File: src/rtl/mips_muldiv_if.sv
// CPU <-> multiply/divide unit connection: operation request, MTHI/MTLO writes, HI/LO and busy.
interface mips_muldiv_if #(
  parameter int unsigned WIDTH = 32
);
  logic             start;
  logic [1:0]       op;
  logic [WIDTH-1:0] op_a;
  logic [WIDTH-1:0] op_b;
  logic             hi_we;
  logic             lo_we;
  logic [WIDTH-1:0] hl_wdata;
  logic             busy;
  logic [WIDTH-1:0] hi_out;
  logic [WIDTH-1:0] lo_out;

  modport master (
    output start, op, op_a, op_b, hi_we, lo_we, hl_wdata,
    input  busy, hi_out, lo_out
  );

  modport slave (
    input  start, op, op_a, op_b, hi_we, lo_we, hl_wdata,
    output busy, hi_out, lo_out
  );
endinterface

File: src/rtl/mips_muldiv_unit.sv
// Iterative radix-2 MULT/MULTU/DIV/DIVU unit owning the HI/LO registers.
// Operands are reduced to magnitudes up front; signs are re-applied in a single FIXUP cycle.
module mips_muldiv_unit #(
  parameter int unsigned WIDTH = 32
) (
  input  logic           clk,
  input  logic           reset,
  input  logic           clk_enable,
  mips_muldiv_if.slave   bus
);

  localparam int unsigned CW = $clog2(WIDTH);
  localparam int unsigned AW = 2 * WIDTH;

  typedef enum logic [1:0] {
    IDLE  = 2'd0,
    CALC  = 2'd1,
    FIXUP = 2'd2
  } state_t;

  state_t           state_q, state_d;
  logic [CW-1:0]    cnt_q, cnt_d;
  logic [AW-1:0]    acc_q, acc_d;
  logic [WIDTH-1:0] opnd_q, opnd_d;
  logic             is_div_q, is_div_d;
  logic             res_neg_q, res_neg_d;
  logic             rem_neg_q, rem_neg_d;
  logic             div0_q, div0_d;
  logic             busy_q, busy_d;
  logic [WIDTH-1:0] hi_q, hi_d;
  logic [WIDTH-1:0] lo_q, lo_d;

  // Operand capture: magnitudes for signed ops (op[0]=0), raw values for unsigned
  logic             a_neg, b_neg;
  logic [WIDTH-1:0] a_mag, b_mag;
  assign a_neg = ~bus.op[0] & bus.op_a[WIDTH-1];
  assign b_neg = ~bus.op[0] & bus.op_b[WIDTH-1];
  assign a_mag = a_neg ? -bus.op_a : bus.op_a;
  assign b_mag = b_neg ? -bus.op_b : bus.op_b;

  // Shift-add step: acc = {partial product, remaining multiplier bits}
  logic [WIDTH-1:0] mul_addend;
  logic [WIDTH:0]   mul_sum;
  assign mul_addend = acc_q[0] ? opnd_q : '0;
  assign mul_sum    = {1'b0, acc_q[AW-1:WIDTH]} + {1'b0, mul_addend};

  // Restoring-divide step: acc = {partial remainder, remaining dividend / quotient bits}
  logic [WIDTH:0]   div_shift, div_trial;
  logic             div_ge;
  logic [WIDTH-1:0] div_rem;
  assign div_shift = acc_q[AW-1:WIDTH-1];
  assign div_trial = div_shift - {1'b0, opnd_q};
  assign div_ge    = div_shift >= {1'b0, opnd_q};
  assign div_rem   = div_ge ? div_trial[WIDTH-1:0] : div_shift[WIDTH-1:0];

  // Sign correction; a zero divisor leaves the remainder equal to |op_a|, so HI restores op_a
  logic [AW-1:0]    prod_fix;
  logic [WIDTH-1:0] quot_fix, rem_fix;
  assign prod_fix = res_neg_q ? -acc_q : acc_q;
  assign quot_fix = res_neg_q ? -acc_q[WIDTH-1:0] : acc_q[WIDTH-1:0];
  assign rem_fix  = rem_neg_q ? -acc_q[AW-1:WIDTH] : acc_q[AW-1:WIDTH];

  // Next-state and datapath control
  always_comb begin
    state_d   = state_q;
    cnt_d     = cnt_q;
    acc_d     = acc_q;
    opnd_d    = opnd_q;
    is_div_d  = is_div_q;
    res_neg_d = res_neg_q;
    rem_neg_d = rem_neg_q;
    div0_d    = div0_q;
    busy_d    = busy_q;
    hi_d      = hi_q;
    lo_d      = lo_q;

    case (state_q)
      IDLE: begin
        if (bus.hi_we) hi_d = bus.hl_wdata;
        if (bus.lo_we) lo_d = bus.hl_wdata;
        if (bus.start) begin
          is_div_d  = bus.op[1];
          res_neg_d = a_neg ^ b_neg;
          rem_neg_d = a_neg;
          div0_d    = (bus.op_b == '0);
          cnt_d     = CW'(WIDTH - 1);
          busy_d    = 1'b1;
          state_d   = CALC;
          if (bus.op[1]) begin
            acc_d  = {{WIDTH{1'b0}}, a_mag};
            opnd_d = b_mag;
          end else begin
            acc_d  = {{WIDTH{1'b0}}, b_mag};
            opnd_d = a_mag;
          end
        end
      end

      CALC: begin
        if (is_div_q) acc_d = {div_rem, acc_q[WIDTH-2:0], div_ge};
        else          acc_d = {mul_sum, acc_q[WIDTH-1:1]};
        if (cnt_q == '0) begin
          state_d = FIXUP;
        end else begin
          cnt_d = cnt_q - CW'(1);
        end
      end

      FIXUP: begin
        busy_d  = 1'b0;
        state_d = IDLE;
        if (is_div_q) begin
          hi_d = rem_fix;
          lo_d = div0_q ? '1 : quot_fix;
        end else begin
          hi_d = prod_fix[AW-1:WIDTH];
          lo_d = prod_fix[WIDTH-1:0];
        end
      end

      default: begin
        state_d = IDLE;
        busy_d  = 1'b0;
      end
    endcase
  end

  // State register; reset wins over the global enable and aborts any op
  always_ff @(posedge clk) begin
    if (reset) begin
      state_q   <= IDLE;
      cnt_q     <= '0;
      acc_q     <= '0;
      opnd_q    <= '0;
      is_div_q  <= 1'b0;
      res_neg_q <= 1'b0;
      rem_neg_q <= 1'b0;
      div0_q    <= 1'b0;
      busy_q    <= 1'b0;
      hi_q      <= '0;
      lo_q      <= '0;
    end else if (clk_enable) begin
      state_q   <= state_d;
      cnt_q     <= cnt_d;
      acc_q     <= acc_d;
      opnd_q    <= opnd_d;
      is_div_q  <= is_div_d;
      res_neg_q <= res_neg_d;
      rem_neg_q <= rem_neg_d;
      div0_q    <= div0_d;
      busy_q    <= busy_d;
      hi_q      <= hi_d;
      lo_q      <= lo_d;
    end
  end

  assign bus.busy   = busy_q;
  assign bus.hi_out = hi_q;
  assign bus.lo_out = lo_q;

endmodule
File: src/flat_wrapper.sv
// flat-port wrapper written by rule: the top's interface ports become plain ports
module mips_muldiv_unit_flat 
#(
  parameter int unsigned WIDTH = 32
)
  (clk, reset, clk_enable, bus_start, bus_op, bus_op_a, bus_op_b, bus_hi_we, bus_lo_we, bus_hl_wdata, bus_busy, bus_hi_out, bus_lo_out);
  mips_muldiv_if #(.WIDTH(WIDTH)) bus_i ();
  input  logic clk;
  input  logic reset;
  input  logic clk_enable;
  input wire logic [$bits(bus_i.start)-1:0] bus_start;
  input wire logic [$bits(bus_i.op)-1:0] bus_op;
  input wire logic [$bits(bus_i.op_a)-1:0] bus_op_a;
  input wire logic [$bits(bus_i.op_b)-1:0] bus_op_b;
  input wire logic [$bits(bus_i.hi_we)-1:0] bus_hi_we;
  input wire logic [$bits(bus_i.lo_we)-1:0] bus_lo_we;
  input wire logic [$bits(bus_i.hl_wdata)-1:0] bus_hl_wdata;
  output wire logic [$bits(bus_i.busy)-1:0] bus_busy;
  output wire logic [$bits(bus_i.hi_out)-1:0] bus_hi_out;
  output wire logic [$bits(bus_i.lo_out)-1:0] bus_lo_out;
  assign bus_i.start = bus_start;
  assign bus_i.op = bus_op;
  assign bus_i.op_a = bus_op_a;
  assign bus_i.op_b = bus_op_b;
  assign bus_i.hi_we = bus_hi_we;
  assign bus_i.lo_we = bus_lo_we;
  assign bus_i.hl_wdata = bus_hl_wdata;
  assign bus_busy = bus_i.busy;
  assign bus_hi_out = bus_i.hi_out;
  assign bus_lo_out = bus_i.lo_out;
  mips_muldiv_unit #(.WIDTH(WIDTH)) u_core (.clk(clk), .reset(reset), .clk_enable(clk_enable), .bus(bus_i));
endmodule
File: config.mk
export PLATFORM = sky130hd
export DESIGN_NAME = mips_muldiv_unit_flat
export DESIGN_NICKNAME = d
export VERILOG_FILES = /design/src/rtl/mips_muldiv_if.sv /design/src/rtl/mips_muldiv_unit.sv /design/src/flat_wrapper.sv
export SDC_FILE = /design/constraint.sdc
export NUM_CORES = 1
export LEC_CHECK = 0
export ABC_CLOCK_PERIOD_IN_PS = 7800
export CORE_ASPECT_RATIO = 0.7
export CORE_MARGIN = 5
export CORE_UTILIZATION = 50
export DETAILED_ROUTE_END_ITERATION = 10
export PLACE_DENSITY = 0.82
export SYNTH_ARGS = -nofsm -noshare
export SYNTH_HDL_FRONTEND = slang
export SYNTH_SLANG_ARGS = --single-unit
File: constraint.sdc
create_clock -name clk -period 7.8 [get_ports clk]
set_clock_uncertainty 0.15 [all_clocks]
set_input_delay 1.56 -clock clk [delete_from_list [all_inputs] [get_ports clk]]
set_output_delay 1.56 -clock clk [all_outputs]
set_load 0.05 [all_outputs]
## Word level (Yosys, flattened, before mapping)

Index checks and enable logic that the tools add are counted.

- $lt $le $gt $ge: 1
- Add/subtract/negate cells: 8
- Bitwise operators: 5
- Reductions and logical operators: 12
- Multiplexer cells: 27
- Equality and inequality tests: 7

Operators by type and width:

| cell | count |
|---|---|
| $mux 32 | 13 |
| $mux 64 | 3 |
| $neg 32->32 | 4 |
| $pmux 32 s2 | 2 |
| $pmux 64 s2 | 1 |
| $neg 64->64 | 1 |
| $add 32x32->33 | 1 |
| $ge 33x32->1 | 1 |
| $logic_not 32->1 | 1 |
| $sub 32x32->32 | 1 |
| $reduce_and 3->1 | 6 |
| $mux 5 | 2 |
| $pmux 5 s2 | 1 |
| $ne 2x2->1 const B | 4 |
| $logic_not 5->1 | 1 |
| $sub 5x1->5 const B | 1 |
| $mux 2 | 2 |
| $pmux 2 s2 | 1 |
| $reduce_and 4->1 | 1 |
| $reduce_bool 2->1 | 2 |
| $and 1x1->1 | 2 |
| $eq 2x1->1 const B | 1 |
| $eq 2x2->1 const B | 1 |
| $logic_not 2->1 | 1 |
| other kinds (5) | 6 |

- Flip-flop bits (word level): 172
- Input bits: 104
- Logic and storage cells: 71
- Output and inout port bits: 65

## Depth between registers and ports, before layout

- Depth after elaboration: 6
- Mapped depth: 13
- Depth with buffers taken out: 13

## Least setup slack after synthesis

Ideal clock, no wire load.

- Path kind: input -> register
- From: in bus_op_a[1]
- To: reg u_core.acc_q[27]
- Data required time: 7.534 ns
- Setup time: 0.116 ns
- Path slack: 3.856 ns
- Arrival: 3.679 ns
- Path buffers: 0
- Stages on the path: 9
- Path through: or4_1 nor4_1 and2_1 nand3_1 o41ai_1 xor2_1 a21oi_1 a21oi_1 nor2_1

- Longest elaborated chain between the ends: 5

RTL lines:

| element | RTL line | source |
|---|---|---|
| start: declaration | flat_wrapper.sv:13 | `input wire logic [$bits(bus_i.op_a)-1:0] bus_op_a;` |
| $neg 32->32 | mips_muldiv_unit.sv:38 | `assign a_mag = a_neg ? -bus.op_a : bus.op_a;` |
| $mux 32 | mips_muldiv_unit.sv:38 |  |
| $mux 32 | mips_muldiv_unit.sv:89 | `if (bus.op[1]) begin` |
| $mux 64 | mips_muldiv_unit.sv:81 | `if (bus.start) begin` |
| $pmux 64 s2 | mips_muldiv_unit.sv:77 | `case (state_q)` |
| end signal: assignment | mips_muldiv_unit.sv:133 | `acc_q <= '0;` |
| end signal: assignment | mips_muldiv_unit.sv:145 | `acc_q <= acc_d;` |
| end: declaration | mips_muldiv_unit.sv:23 | `logic [AW-1:0] acc_q, acc_d;` |

Every way passes these cells. The select of a mux whose other input is x is not followed.
A chain may end at the register's enable or synchronous reset.

## Final worst setup path

- From: reg u_core.acc_q[37]
- To: reg u_core.acc_q[41]

- Longest elaborated chain between the ends: 4
- Elaborated cells between the ends (all ways): 6
- Those cells by class: add/sub: 2; order compare: 1; mux: 3

RTL lines:

| element | RTL line | source |
|---|---|---|
| $sub 32x32->32 or $ge 33x32->1 (tied branches) | mips_muldiv_unit.sv:52, mips_muldiv_unit.sv:53 |  |
| $mux 32 | mips_muldiv_unit.sv:54 | `assign div_rem = div_ge ? div_trial[WIDTH-1:0] : div_shift[WIDTH-1:0];` |
| $mux 64 * | mips_muldiv_unit.sv:100 | `if (is_div_q) acc_d = {div_rem, acc_q[WIDTH-2:0], div_ge};` |
| $pmux 64 s2 * | mips_muldiv_unit.sv:77 |  |

Mark *: on every way between the ends. The rest lies on a longest branch, timed or not.

==> qor.yml <==
drt:
  drcViolationCount: 0
  first_iter_violations: 2432
  detail_route.wl_per_cell_um: 22.4
  num_vias: 16364
  via_per_inst: 6.52
  dr.pass1.iters: 6
  ant_nets: 0
  wirelength_um: 56200
die:
  die_w_um: 216
  start_util: 0.510
  core.rowCount: 52
  die-height_um: 154
  coreArea_um2: 29100
  die-area_um2: 33300
  io_pins: 169
clocking:
  cts-root-buf: "clkbuf_16"
  cts_buffers: 17
  clockBufferDepth: 2
  insertion_delay_ps: 460
  cts.clk_slew.worst_paths_ps: 80
  cts-hold-fix-buffers: 0
  cts-resized-gates: 0
  tritoncts: "yes"
  htreeDepth: 4
  clock_sinks: 172
  post_cts_buffers: 0
global_route:
  use_met3: 0.0873
  grt.overflow.total: 0
  grt_max_degree: 104
  grt_use_total: 0.318
  grt_pass1_vias: 14665
  grt-busiest-layer: "met1"
  antenna_found_initial: 1
  grt_pass1_wl_um: 84800
  met1_usage: 0.470
  gr-usage-met2: 0.446
pwr:
  switching_share: 0.383
  p_switching_mw: 1.04
  clkPwrFrac: 0.324
  ir_drop_uv: 133
  cell_internal_pwr_mw: 1.67
  power_density_nw_per_um2: 157
  power_frac_comb: 0.310
  seqPwrFrac: 0.366
  leakage_nw: 6.73
final_layout:
  nets: 2292
  fillers: 2638
  drive_gt1_frac: 0.0413
  finalInstanceArea_um2: 17200
  area_growth_pct: 16.1
critical_path:
  rr_worst_depth: 11
  endpoint_kind: "flip-flop"
  crit_end: "u_core.acc_q[41]"
  critPathLaunch: "u_core.acc_q[37]"
  reg2reg_slack_ps: 3320
  critPathMaxFanout: 22
  cp-start-kind: "flip-flop"
  cp.required_ps: 7980
  reg2reg_to: "u_core.acc_q[41]"
  r2r-start: "u_core.acc_q[37]"
  arrival_ps: 4660
  crit_type: "flip-flop to flip-flop"
logic_synthesis:
  yosys_most_used_dff: "dfxtp_1"
  synth_cells: 2043
  synth_top_area_share: 0.232
  synth_edf_count: 0
  netlist_top_cells_area: "dfxtp_1, a21oi_1, nor2_1"
  async_reset_ff_frac: 0
  synth_area_um2: 14800
  syn_avg_cell_area_um2: 7.26
  yosysWarnings: 0
  ys_types: 76
  yosysSeqAreaShare: 0.232
  yosysTopAreaCell: "dfxtp_1"
  synth.net_count: 2219
  ys_ff_latch: 172
sta:
  rsz0062_at_grt: "no"
  worstMarginPinSlew_ps: 1190
  setup_viol: 0
  maxSlewViolCount: 0
  setup_tns_ps: 0
  max_slew_margin: 0.205
  final_hold_viol_count: 0
  finalCritPeriodShare: 0.574
  min_period_ps: 4480
  fmax_ghz: 0.223
placement:
  post_dp_cell_area_um2: 16600
  finalWeightedCongestion: 0.978
  hpwl_um: 43200
  portBuffers: 168
worst_hold_path:
  hp-class: "flip-flop to flip-flop"
outcome:
  status: "finished clean"
flow_run:
  maxCapViolCount: 0
-- cell usage after synthesis (all sizes together), types with 4 or more instances --
library cell and number:
nor4b 4, o211ai 33, xnor2 91, a311oi 11, xor2 78, nor3 41
o21bai 7, o21ai 146, o31ai 23, o21a 19, o31a 5, or2 9
nand2 218, nand4 9, a211oi 57, nor2b 19, a211o 4, buf 12
o221ai 38, a41oi 4, inv 70, or3 15, a22o 14, a21o 31
clkbuf 121, or4 19, ha 70, and2 21, mux2i 63, nor4 18
dfxtp 172, nand2b 19, nand3 24, nand3b 5, a22oi 6, a21oi 191
a31oi 17, o41ai 16, and3 15, o22ai 12, nor2 247
-- placed cells by master, fill, tap and decap left out, types with 19 or more instances in the layout --
cell type / Yosys / routed
and2_1: 20 / 20
inv_1: 70 / 70
nor3_1: 41 / 41
o21a_1: 19 / 19
a21o_1: 31 / 31
clkdlybuf4s50_1: 0 / 166
ha_1: 70 / 70
o31ai_1: 23 / 23
o21ai_0: 135 / 134
o221ai_1: 38 / 38
o211ai_1: 33 / 33
buf_4: 1 / 20
nand2b_1: 19 / 19
dfxtp_1: 172 / 171
mux2i_1: 63 / 63
nand2_1: 218 / 218
nand3_1: 24 / 24
xnor2_1: 91 / 91
a211oi_1: 57 / 56
nor2_1: 247 / 245
xor2_1: 78 / 78
a21oi_1: 190 / 190
-- how the worst min path moves through the flow --
stage                     startpoint  cells past startpoint               endpoint
2_1_floorplan      u_core.opnd_q[26]                      2      u_core.opnd_q[26]
3_3_place_gp   u_core.bus.hi_out[23]                      2  u_core.bus.hi_out[23]
3_5_place_dp   u_core.bus.hi_out[23]                      2  u_core.bus.hi_out[23]
4_1_cts        u_core.bus.hi_out[23]                      2  u_core.bus.hi_out[23]
5_1_grt        u_core.bus.hi_out[22]                      2  u_core.bus.hi_out[22]
6_report       u_core.bus.hi_out[23]                      2  u_core.bus.hi_out[23]
-- final cells by class --
class | instances | area (um2) | share of cell area
tap | 378 | 473 | 0.0275
sequential | 172 | 3450 | 0.200
antenna | 1 | 2.50 | 0.000145
multi-input combinational | 1667 | 10600 | 0.617
clock buffer | 17 | 425 | 0.0247
timing repair buffer | 187 | 1820 | 0.105
clock inverter | 15 | 166 | 0.00966
inverter | 71 | 267 | 0.0155
-- worst max-delay path, stage by stage, from the launching register on --
cell,delay [ps]
dfxtp_1,670
ha_1,410
a21oi_1,160
o21ai_0,150
o31ai_1,410
a21o_1,180
o31ai_1,170
a211oi_4,990
buf_4,470
mux2_2,380
a21oi_1,130
o21ai_0,80
-- state kept, by name, indices dropped and copies added (netlist names) --
signal and count:
u_core.bus.hi_out 32, u_core.acc_q 64, u_core.opnd_q 32, u_core.bus.busy 1, u_core.state_q 2, u_core.is_div_q 1, u_core.res_neg_q 1, u_core.bus.lo_out 32
u_core.rem_neg_q 1, u_core.cnt_q 5, u_core.div0_q 1
-- layer usage --
metal / up-vias / part of all wire
met5: - / 0
met2: 1009 / 0.40
li1: 7547 / -
met3: 126 / 0.13
met4: 0 / 0.033
met1: 7682 / 0.44
-- cell families after synthesis --
family,after synthesis,synth area share
AOI/OAI and AO/OA,666,0.293
xor gates and xnor gates,169,0.0998
adders and majority gates,72,0.0617
buffers and inverters,204,0.0533
DFF,172,0.232
muxes,66,0.0448
and+or+nand+nor,694,0.215
-- per-stage QoR --
stage	util	instances	power, mW	setup WS (ps)	hold slack [ps]
after global routing	0.592	2507	2.80	3000	319
after floorplan	-	2043	1.53	3860	282
after global placement	0.572	2475	1.80	2950	289
final	0.592	2508	2.71	3320	300
after CTS	0.592	2507	2.68	3410	302
after detailed placement	0.572	2475	1.82	2930	292
-- power groups by stage --
stage          Clock [mW]  Sequential (mW)  Combinational, mW
2_1_floorplan           0             1.04              0.491
3_3_place_gp            0             1.01              0.798
3_5_place_dp            0             1.01              0.811
4_1_cts             0.877            0.987              0.818
5_1_grt             0.916            0.995              0.893
6_report            0.878            0.992              0.841
(Power assumes the default switching activity.)
==> edit 1, RTL diff (same flow settings) <==
`WIDTH` is set to 32 in 3 places; all go to 16.
--- a/src/rtl/mips_muldiv_if.sv
+++ b/src/rtl/mips_muldiv_if.sv
@@ -1,6 +1,6 @@
 // CPU <-> multiply/divide unit connection: operation request, MTHI/MTLO writes, HI/LO and busy.
 interface mips_muldiv_if #(
-  parameter int unsigned WIDTH = 32
+  parameter int unsigned WIDTH = 16
 );
   logic             start;
   logic [1:0]       op;
--- a/src/rtl/mips_muldiv_unit.sv
+++ b/src/rtl/mips_muldiv_unit.sv
@@ -1,7 +1,7 @@
 // Iterative radix-2 MULT/MULTU/DIV/DIVU unit owning the HI/LO registers.
 // Operands are reduced to magnitudes up front; signs are re-applied in a single FIXUP cycle.
 module mips_muldiv_unit #(
-  parameter int unsigned WIDTH = 32
+  parameter int unsigned WIDTH = 16
 ) (
   input  logic           clk,
   input  logic           reset,
--- a/src/flat_wrapper.sv
+++ b/src/flat_wrapper.sv
@@ -1,7 +1,7 @@
 // flat-port wrapper written by rule: the top's interface ports become plain ports
 module mips_muldiv_unit_flat 
 #(
-  parameter int unsigned WIDTH = 32
+  parameter int unsigned WIDTH = 16
 )
   (clk, reset, clk_enable, bus_start, bus_op, bus_op_a, bus_op_b, bus_hi_we, bus_lo_we, bus_hl_wdata, bus_busy, bus_hi_out, bus_lo_out);
   mips_muldiv_if #(.WIDTH(WIDTH)) bus_i ();
Interface: changed (5 resized); port bits go from 169 to 89. The function was not compared with the original's and may differ.
==> edit 1 against the original RTL <==
  * Final cell count is 50% lower
  * Count of clock-buffer cells in the layout is 6 lower
  * Worst hold slack hardly changed
  * Cell area is 50% lower
  * Area after synthesis is 50% lower
  * Synthesized cell count is 51% lower
  * Critical path type is now primary input to flop
  * Sequential cell count is 81 lower
  * Power is 49% lower
  * Routed wire length is 61% lower
  * Setup slack better by 450 ps
==> edit 1: results (changes against the original RTL) <==
** GRT
- The global-route wire length before repair was 34420 µm (-59%).
- The via count of the first global-routing pass is 6612 (-55%).
- The number of antenna violations at the first check in global routing came to 0 (-1).

** Run status
- Status :: completed

** Place
- The total half-perimeter wirelength after legalization and detailed placement was 16730 µm (-61%).
- The number of port buffers came to 88 (-48%).

** STA
- Measured slew at the worst slew-check pin :: 1087 ps (-100.7 ps)

** Critical path
- The worst-case register-to-register setup slack is 4200 ps (+880 ps).
- Top fanout value on the critical path :: 5 (-77%)
- The arrival time of data at the critical path endpoint is 4140 ps (-520 ps).
- Path depth of the worst reg2reg path :: 12 (+1)

** Logic synthesis
- Ranked by total cell area, the synthesized netlist is headed by dfxtp_1 (25%), nor2_1 (7.0%), a21oi_1 (6.4%), ha_1 (6.3%), xnor2_1 (5.8%).
- Top cells by count, synth :: nor2_1 (137), nand2_1 (102), a21oi_1 (95)
- Number of distinct library cells after synthesis :: 74 (-2.6%)
- Number of nets in the synthesized netlist :: 1091 (-51%)

** Layout
- Number of flip-flops in the largest register :: 32 (-50%)
- Number of diodes :: 0 (-1)

** Routing
- Detailed-router iteration count before antenna repair :: 6 (unchanged)
- Via Count :: 7456 (-54%)
- The average wire per standard cell came to 17.45 µm (-22%).
- Number of violations reported at the end of detailed-routing iteration 0 :: 639 (-74%)

** CTS
- Number of CTS-inserted buffers :: 9 (-8)
- After clock tree synthesis, the clock-pin slew on the worst setup and hold paths is 70 ps.
- H-Tree Depth :: 3 (-1)
- The clock insertion delay at the later pin of the skew report was 350 ps (-110 ps).

** Power
- Peak supply drop :: 0.1138 mV (-14%)
[edit 1: cell count changes in the layout (fill, tap and decap cells not counted), sizes merged, moves of 26 or more]
cell           before  now
ha                 70   37
clkdlybuf4s50     166   87
o21ai             146   57
xnor2              91   49
dfxtp             172   91
a21oi             191   95
nand2             218  102
xor2               78   29
nor2              247  137
o221ai             38   12
inv                79   45
o211ai             33    6
[edit 1: per-layer routing]
layer	part of all wire	GRT usage	up-vias
li1	-	-	3676
met3	0.11	0.06915	23
met4	0.014	0.04898	0
met1	0.48	0.3704	3422
met2	0.40	0.3346	335
met5	0	0	-
[edit 1: layout make-up]
cell class                      instances  area (µm²)
Multi-Input combinational cell        805        5182
Clock inverter                          5       61.31
Clock buffer                           11       232.7
Inverter                               44       165.2
Sequential cell                        91        1822
Fill cell                            1378        5924
Tap cell                              195       244.0
Timing Repair Buffer                   98       950.9
[edit 1: critical path: stages]
cell and delay (ps):
clkdlybuf4s50_1 490, inv_1 90, ha_1 160, nor3b_1 250, nor3b_1 580, nand2_1 150
o21ai_0 260, xor2_1 120, mux2i_1 170, nand2_1 80, a211oi_1 220
[edit 1: cell families (layout without fill, tap and decap cells)]
group | after synthesis | in the layout | synth area share
muxes | 47 | 47 | 0.06458
AOI/OAI and AO/OA | 294 | 294 | 0.2575
DFF | 91 | 91 | 0.2468
xor gates and xnor gates | 78 | 78 | 0.09254
and+or+nand+nor | 347 | 347 | 0.2181
adders and majority gates | 39 | 39 | 0.06814
buffers and inverters | 100 | 158 | 0.05237
[edit 1: per-stage QoR]
| step | instances | util | setup slack [ps] | hold WS [ps] | cell area [µm²] |
|---|---|---|---|---|---|
| after floorplan | 996 | - | 4417 | 281.9 | 7382 |
| after global placement | 1233 | 0.5736 | 3583 | 288.5 | 8364 |
| after detailed placement | 1233 | 0.5736 | 3481 | 295.1 | 8364 |
| after CTS | 1249 | 0.5937 | 3834 | 302.7 | 8658 |
| after global routing | 1249 | 0.5937 | 3519 | 314.6 | 8658 |
| final | 1249 | 0.5937 | 3772 | 300.3 | 8658 |
[edit 1: final timing paths]
| path | end | startpoint |
|---|---|---|
| hold / removal | u_core.bus.lo_out[0] | u_core.bus.lo_out[0] |
| hold reg to reg | u_core.bus.lo_out[0] | u_core.bus.lo_out[0] |
| setup / recovery | u_core.acc_q[12] | bus_op_b[0] |
| setup reg to reg | u_core.acc_q[30] | u_core.acc_q[15] |
[edit 1: power breakdown]
part | internal (W) | total (W) | leakage [nW] | switching (W)
clock | 0.000251 | 0.000448 | 0.144 | 0.000197
sequential | 0.000492 | 0.000525 | 0.744 | 0.0000328
combinational | 0.000169 | 0.000421 | 2.50 | 0.000252
total | 0.000911 | 0.00139 | 3.39 | 0.000482
==> edit 2, RTL diff (config.mk and constraints unchanged) <==
Without the edit above. Reset style: asynchronous (`reset`), changed in one clocked block.
--- a/src/rtl/mips_muldiv_unit.sv
+++ b/src/rtl/mips_muldiv_unit.sv
@@ -126,7 +126,7 @@
   end
 
   // State register; reset wins over the global enable and aborts any op
-  always_ff @(posedge clk) begin
+  always_ff @(posedge clk or posedge reset) begin
     if (reset) begin
       state_q   <= IDLE;
       cnt_q     <= '0;
Check against the original RTL: differs if reset is asserted again (counterexample within 4 cycles, from zero or initial values and one cycle with reset high); with reset held inactive, the same outputs for 4 cycles.
==> edit 2 against the original RTL <==
  * Global-route usage is 1.8 points lower
  * Setup slack got worse by 17 ps
  * Sequential cell count did not move
  * Cell area grew 0.52%
  * Worst hold slack improved by 27 ps
  * Area after synthesis increased by 0.13%
  * Sequential share of layout area is 4.9 points higher
  * Routed wire length down 8.5%
  * Critical endpoint is now u_core.acc_q[29]
  * Highest routed layer unchanged
Power is not compared: it rests on default switching activity, and its combinational part moved more than twofold at a synthesized area within 25%.
==> edit 2: results (changes against the original RTL) <==
** GRT
- Number of antenna violations at the first check in global routing :: 0 (-1)
- The overall fraction of global-route tracks in use came to 0.3001 (-0.01820).
- The largest net degree at the start of global routing came to 110 (+5.8%).
- Number of global-route vias before repair :: 13860 (-5.5%)
- Global-route wire length before repair :: 79670 µm (-6.0%)

** Place
- DP Wirelength :: 39990 µm (-7.5%)
- The routability congestion estimate from global placement came to 0.9994 (+2.1%).

** Critical path
- Capture instance of the worst register-to-register path :: u_core.acc_q[63]
- The startpoint identified for the worst register-to-register timing path is u_core.acc_q[0].
- The worst reg-to-reg path cell count came to 14 (+3).
- The critical path starts at bus_op_a[8].
- The critical path ends at u_core.acc_q[29].
- The peak per-stage delay on the critical path was 580 ps (-410 ps).
- CP max stage cell :: or4_1
- The worst-case register-to-register setup slack is 3480 ps (+160 ps).
- Signal arrival time at the worst endpoint :: 4620 ps (-40 ps)
- The maximum fanout along the worst path came to 5 (-77%).

** Routing
- The overall routed net length is 51400 µm (-8.5%).
- The number of DRC markers after the initial detailed-route iteration came to 1864 (-23%).
- Detailed-router iteration count before antenna repair :: 7 (+1)
- Via Count :: 15040 (-8.1%)

** STA
- Relative slew slack :: 0.1723 (-0.03300)
- The hold slack was 327.4 ps (+27.10 ps).

** Logic synthesis
- Number of distinct library cells after synthesis :: 67 (-12%)
- Top cells by count, synth :: nand2_1 (223), o21ai_0 (219), nor2_1 (203)
- Part of the Yosys area used for sequential elements :: 0.2898 (+0.05767)
- The post-synth net total was 2110 (-4.9%).
- Synth area leaders :: dfrtp_1 (29%), o21ai_0 (7.4%), a21oi_1 (6.4%), xnor2_1 (6.3%), ha_1 (5.9%)
- The proportion of synthesized flip-flops having asynchronous set or reset is 1.000 (+1.000).

** CTS
- The post-cts hold buffer count is 0 (unchanged).

** Layout
- The antenna diode instance count was 0 (-1).
- Register with the highest flop count :: u_core.acc_q
- Share of layout cells above drive strength 1 :: 0.04369 (+0.002358)
- Number of nets in the layout :: 2200 (-4.0%)

** Hold path
- Worst hold path endpoint :: u_core.bus.hi_out[5]
- The worst hold path begins at u_core.bus.hi_out[5].

** Run status
- Status :: completed
==> edit 2: critical path, delay by kind of cell <==
family          cells  cell delay, ps
xor+xnor            1             250
compound gates      4             720
simple gates        4            1600
buf+inv             1             480
==> edit 2: cells by family (layout without fill, tap and decap cells) <==
family / count (synthesis) / count (layout) / synth area share
mux: 77 / 77 / 0.05232
flops: 172 / 172 / 0.2898
buf+inv: 191 / 294 / 0.04971
compound gates: 637 / 637 / 0.2550
fa+ha+maj: 72 / 72 / 0.06167
xor+xnor: 180 / 180 / 0.1061
simple gates: 605 / 605 / 0.1853
==> edit 2: cell type report <==
type | count | area, µm²
clock buffers | 17 | 425.4
clock inverters | 15 | 168.9
fillers | 2542 | 11770
inverters | 76 | 290.3
multi-input cells | 1571 | 9839
flip-flops and latches | 172 | 4305
well taps | 378 | 473.0
repair buffers | 186 | 1814
==> edit 2: per-stage QoR <==
| stage | cells | power (W) | worst slack, ps |
|---|---|---|---|
| 2_1_floorplan | 1934 | 0.004066 | 1430 |
| 3_3_place_gp | 2383 | 0.005038 | 3034 |
| 3_5_place_dp | 2383 | 0.005105 | 2914 |
| 4_1_cts | 2415 | 0.005990 | 3358 |
| 5_1_grt | 2415 | 0.006476 | 3139 |
| 6_report | 2415 | 0.006100 | 3307 |
==> edit 2: layer usage <==
| layer | vias up | routed length [µm] | track usage |
|---|---|---|---|
| met3 | 73 | 7162 | 0.1059 |
| met4 | 0 | 1379 | 0.08293 |
| met2 | 876 | 19950 | 0.4088 |
| li1 | 7071 | - | - |
| met1 | 7020 | 22910 | 0.4476 |
| met5 | - | 0 | 0 |
